$ cat src/rtl/team_06_sram_wb_master.sv
// SRAM request to Wishbone classic-cycle master with one-deep pending slot.
// Ports: write/readEdge/addressIn/busAudioWrite/select in; busySRAM,
// busAudioRead, timeoutErr, overrun and the wb_* master bus out.
module team_06_sram_wb_master #(
  parameter int unsigned TIMEOUT_CYCLES = 64,
  parameter int unsigned ADDR_W         = 32
) (
  input  logic              clk,
  input  logic              rst,
  input  logic              write,
  input  logic              readEdge,
  input  logic [ADDR_W-1:0] addressIn,
  input  logic [31:0]       busAudioWrite,
  input  logic [3:0]        select,
  output logic              busySRAM,
  output logic [31:0]       busAudioRead,
  output logic              timeoutErr,
  output logic              overrun,
  output logic              wb_cyc_o,
  output logic              wb_stb_o,
  output logic              wb_we_o,
  output logic [ADDR_W-1:0] wb_adr_o,
  output logic [31:0]       wb_dat_o,
  output logic [3:0]        wb_sel_o,
  input  logic [31:0]       wb_dat_i,
  input  logic              wb_ack_i
);

  localparam int unsigned CW = $clog2(TIMEOUT_CYCLES);
  localparam logic [CW-1:0] CNT_LAST = CW'(TIMEOUT_CYCLES - 1);

  typedef enum logic [1:0] {
    IDLE,
    REQ,
    DONE
  } state_t;

  typedef struct packed {
    logic              we;
    logic [ADDR_W-1:2] adr;
    logic [31:0]       dat;
    logic [3:0]        sel;
  } req_t;

  state_t  state_q, state_d;
  logic    write_old_q;
  logic    pend_v_q, pend_v_d;
  req_t    pend_q, pend_d;
  logic [CW-1:0] cnt_q, cnt_d;

  logic              cyc_d, stb_d, we_d, busy_d;
  logic              to_d, ovr_d;
  logic [ADDR_W-1:0] adr_d;
  logic [31:0]       dat_d, rd_d;
  logic [3:0]        sel_d;

  logic wr_req, rd_req;
  logic unused_adr_lsb;

  assign wr_req = write & ~write_old_q;
  assign rd_req = readEdge;
  assign unused_adr_lsb = ^addressIn[1:0];

  function automatic req_t mk_req(input logic we);
    req_t r;
    r.we  = we;
    r.adr = addressIn[ADDR_W-1:2];
    r.dat = busAudioWrite;
    r.sel = select;
    return r;
  endfunction

  // Candidates in service order: pending entry, new write, new read.
  req_t       cand [3];
  logic [2:0] cand_v;
  req_t       first, second;
  logic       first_v, second_v, third_v;

  always_comb begin
    cand[0]  = pend_q;
    cand[1]  = mk_req(1'b1);
    cand[2]  = mk_req(1'b0);
    cand_v   = {rd_req, wr_req, pend_v_q};
    first    = '0;
    second   = '0;
    first_v  = 1'b0;
    second_v = 1'b0;
    third_v  = 1'b0;
    for (int i = 0; i < 3; i++) begin
      if (cand_v[i]) begin
        if (!first_v) begin
          first   = cand[i];
          first_v = 1'b1;
        end else if (!second_v) begin
          second   = cand[i];
          second_v = 1'b1;
        end else begin
          third_v = 1'b1;
        end
      end
    end
  end

  always_comb begin
    state_d  = state_q;
    pend_v_d = pend_v_q;
    pend_d   = pend_q;
    cnt_d    = cnt_q;
    cyc_d    = wb_cyc_o;
    stb_d    = wb_stb_o;
    we_d     = wb_we_o;
    adr_d    = wb_adr_o;
    dat_d    = wb_dat_o;
    sel_d    = wb_sel_o;
    busy_d   = busySRAM;
    rd_d     = busAudioRead;
    to_d     = timeoutErr;
    ovr_d    = overrun;

    // In IDLE the first candidate goes on the bus and the second is
    // parked; elsewhere the first candidate is parked (the pending
    // entry keeps its place) and anything beyond is dropped.
    if (state_q == IDLE) begin
      pend_v_d = second_v;
      pend_d   = second_v ? second : pend_q;
      if (third_v) ovr_d = 1'b1;
    end else begin
      pend_v_d = first_v;
      pend_d   = first_v ? first : pend_q;
      if (second_v) ovr_d = 1'b1;
    end

    unique case (state_q)
      IDLE: begin
        if (first_v) begin
          state_d = REQ;
          cyc_d   = 1'b1;
          stb_d   = 1'b1;
          we_d    = first.we;
          adr_d   = {first.adr, 2'b00};
          dat_d   = first.dat;
          sel_d   = first.sel;
          busy_d  = 1'b1;
          cnt_d   = '0;
        end
      end
      REQ: begin
        cnt_d = cnt_q + 1'b1;
        if (wb_ack_i) begin
          state_d = DONE;
          cyc_d   = 1'b0;
          stb_d   = 1'b0;
          we_d    = 1'b0;
          busy_d  = 1'b0;
          to_d    = 1'b0;
          if (!wb_we_o) rd_d = wb_dat_i;
        end else if (cnt_q == CNT_LAST) begin
          state_d = DONE;
          cyc_d   = 1'b0;
          stb_d   = 1'b0;
          we_d    = 1'b0;
          busy_d  = 1'b0;
          to_d    = 1'b1;
        end
      end
      DONE: begin
        state_d = IDLE;
      end
      default: begin
        state_d = IDLE;
      end
    endcase
  end

  always_ff @(posedge clk or posedge rst) begin
    if (rst) begin
      state_q      <= IDLE;
      write_old_q  <= 1'b0;
      pend_v_q     <= 1'b0;
      pend_q       <= '0;
      cnt_q        <= '0;
      wb_cyc_o     <= 1'b0;
      wb_stb_o     <= 1'b0;
      wb_we_o      <= 1'b0;
      wb_adr_o     <= '0;
      wb_dat_o     <= '0;
      wb_sel_o     <= '0;
      busySRAM     <= 1'b0;
      busAudioRead <= '0;
      timeoutErr   <= 1'b0;
      overrun      <= 1'b0;
    end else begin
      state_q      <= state_d;
      write_old_q  <= write;
      pend_v_q     <= pend_v_d;
      pend_q       <= pend_d;
      cnt_q        <= cnt_d;
      wb_cyc_o     <= cyc_d;
      wb_stb_o     <= stb_d;
      wb_we_o      <= we_d;
      wb_adr_o     <= adr_d;
      wb_dat_o     <= dat_d;
      wb_sel_o     <= sel_d;
      busySRAM     <= busy_d;
      busAudioRead <= rd_d;
      timeoutErr   <= to_d;
      overrun      <= ovr_d;
    end
  end

endmodule

$ cat config.mk
export PLATFORM = sky130hd
export DESIGN_NAME = team_06_sram_wb_master
export DESIGN_NICKNAME = d
export VERILOG_FILES = /design/src/rtl/team_06_sram_wb_master.sv
export SDC_FILE = /design/constraint.sdc
export NUM_CORES = 1
export LEC_CHECK = 0
export ABC_AREA = 1
export ABC_CLOCK_PERIOD_IN_PS = 14550
export BUFFER_PORTS_ARGS = -buffer_cell sky130_fd_sc_hd__clkbuf_2
export CAP_MARGIN = 20
export CORE_AREA = 2 2 135 137
export DETAILED_ROUTE_END_ITERATION = 10
export DIE_AREA = 0 0 137 139
export GPL_ROUTABILITY_DRIVEN = 1
export GPL_TIMING_DRIVEN = 0
export PLACE_DENSITY = 0.8
export SLEW_MARGIN = 20
export SYNTH_ARGS = -nofsm -noshare
export SYNTH_HDL_FRONTEND = slang
export SYNTH_SLANG_ARGS = --single-unit
$ cat constraint.sdc
create_clock -name clk -period 14.55 [get_ports clk]
set_input_delay 1.455 -clock clk [delete_from_list [all_inputs] [get_ports clk]]
set_output_delay 1.455 -clock clk [all_outputs]
set_load 0.01 [all_outputs]
==> flow_summary.yaml <==
floorplanning:
  initial_core_util_pct: 54.05
  die_area_sq_um: 19040
  die_w_um: 137
  die_y_um: 139
  rows: 49
  ioPinCount: 211
  coreArea_sq_um: 17660
drt:
  drt_iter0_markers: 808
  drt_pass1_iterations: 7
  ant_nets: 0
  via_per_inst: 5.119
  route.detailed.drc: 0
  num_vias: 9460
  wl_per_cell_um: 14.71
  drt_wl_total_um: 27180
critical_path:
  critPathMaxFanout: 4
  endpoint_kind: "primary output"
  crit_type: "reg -> out"
  r2r_cells: 7
  required_ps: 13100
  cp.arrival_ps: 1140
  start_kind: "flop"
clock_network:
  cts_max_level: 4
  numCtsBuffers: 17
  cts_tree: "done"
  path_clk_slew_ps: 70
  cts_setup_buffers: 0
  post_cts_resized: 0
  cts_buffer_depth: 2
  root_buffer: "clkbuf_16"
  hold_buffers: 0
  worstSkewPairLatency_ps: 440
  cts.sinks: 179
placement:
  gp_congestion: 0.8402
  place_inst: 1815
  post-dp-hpwl_um: 18990
  placed_cell_area_sq_um: 10930
  portBuffers: 206
timing:
  worstMarginPinSlew_ps: 564.0
  rsz0062_at_grt: "no"
  fin_crit_sh_pct: 17.86
  finalHoldViolCount: 0
  finalClockSkew_ps: 7.116
  relSlewSlack_pct: 62.40
  finalMaxSlewViolations: 0
  fmax_ghz: 0.3849
  post-route-min-period_ps: 2598
  setup_tns_ps: 0
  setup_viol: 0
cells_and_area:
  nets: 1711
  fin_cells: 1848
  design_area_sq_um: 11510
  fillers: 1590
  fin_util_pct: 65.19
  final_cell_mix: "nand2_1 (559), nand3_1 (243), clkbuf_2 (206)"
  area_growth_pct: 20.60
  drive_gt1_share_pct: 20.33
  final_common_cell: "nand2_1"
yosys:
  synth.top_cell.area_share_pct: 46.93
  seq_area_frac_synth_pct: 46.93
  ys_types: 21
  synth_seq_cells: 179
  yosys_warnings: 0
  netlist_area_sq_um: 9544
  syn_area_per_cell_sq_um: 6.931
  synth_area_leader_cell: "dfrtp_1"
  synth_area_leaders: "dfrtp_1 (47%), nand2_1 (22%), nand3_1 (13%), inv_1 (5.7%), nor2_1 (5.0%)"
  syn_inst: 1377
power_and_ir_drop:
  power_leakage_nw: 6.936
  power_density_nw_per_um2: 236.1
  combPwrFrac_pct: 51.4
  power.switching_w: 0.001253
  switching_share_pct: 46.10
  pwr-share-seq_pct: 31.8
  peakVddDrop_v: 0.0001390
  power_w: 0.002718
  p_int_w: 0.001465
  p_clk_share_pct: 16.8
global_route:
  grt_first_pass_wirelength_um: 42650
  grt_max_degree: 104
  grt.overflow.total: 0
  grt_use_total_pct: 28.17
  antenna_found_initial: 1
  first_global_vias: 8521
flow_run:
  drv_cap: 0
worst_hold_path:
  hold_class: "reg -> reg"
  whs_path_depth: 2
status:
  status: "complete, no violations"
-- critical path, cell delays in order (launching register included) --
cell and delay, ps:
dfrtp_1 420, buf_4 160, clkbuf_2 120
-- state kept, by name, summed over array words and instances (netlist names) --
signal	count
busAudioRead	32
write_old_q	1
pend_v_q	1
wb_we_o	1
wb_sel_o	4
wb_stb_o	1
timeoutErr	1
state_q	2
overrun	1
cnt_q	6
cand	67
wb_adr_o	30
wb_dat_o	32
-- final cells by class --
type / count / area (sq um) / share of cell area, %
Tap cell: 229 / 286.5 / 2.489
Inverter: 153 / 581.8 / 5.055
Sequential cell: 179 / 4479 / 38.92
Multi-Input combinational cell: 954 / 3971 / 34.50
Clock buffer: 19 / 452.9 / 3.935
Antenna cell: 1 / 2.502 / 0.02174
Clock inverter: 13 / 126.4 / 1.098
Buffer: 92 / 523.0 / 4.544
Timing Repair Buffer: 208 / 1086 / 9.436
-- cell usage after synthesis --
cell and instances:
a21oi_1 2, buf_2 37, buf_4 31, buf_6 2, clkbuf_1 22, clkinv_1 1, conb_1 1, dfrtp_1 179
ha_1 1, inv_1 146, inv_2 6, nand2_1 559, nand2_2 4, nand2_4 2, nand3_1 243, nand3_2 2
nand4_1 1, nor2_1 126, nor2_4 3, o21ai_0 8, or2_2 1
-- final timing paths --
| path | from | endpoint | slack, ps |
|---|---|---|---|
| max | wb_stb_o | wb_cyc_o | 11950 |
| min | busAudioRead[16] | busAudioRead[16] | 470 |
| max reg2reg | pend_v_q | cand[136] | 12850 |
| min reg2reg | busAudioRead[16] | busAudioRead[16] | 470 |
| max in group asynchronous | rst | wb_adr_o[11] | 12630 |
| min in group asynchronous | rst | wb_dat_o[9] | 890 |
-- routing by layer --
| layer | global-route usage, % | wire length [um] |
|---|---|---|
| met5 | 0 | 0 |
| met4 | 6.131 | 377 |
| met3 | 5.775 | 2177 |
| met2 | 46.32 | 13110 |
| met1 | 38.51 | 11510 |
-- metrics by stage --
step	setup WS (ps)	hold slack, ps
2_1_floorplan	8236	468.6
3_3_place_gp	6106	447.1
3_5_place_dp	11750	462.1
4_1_cts	11950	478.3
5_1_grt	11900	490.7
6_report	11950	471.1
-- cells by family (layout without fill, tap and decap cells) --
family	Yosys count	count (layout)	share of synthesized area [%]
buf+inv	245	485	11.50
compound gates	10	10	0.5244
fa+ha+maj	1	1	0.1311
simple gates	941	941	40.88
other cells	1	3	0.03929
flops	179	179	46.93
-- power groups by stage --
stage               Clock, W  Sequential (W)  Combinational, W
finish              0.000457        0.000863           0.00140
global route        0.000482        0.000889           0.00156
CTS                 0.000460        0.000862           0.00139
detailed placement         0        0.000869           0.00138
global placement           0        0.000862           0.00135
floorplan                  0        0.000911          0.000893
Power figures use the tool's default switching activity.
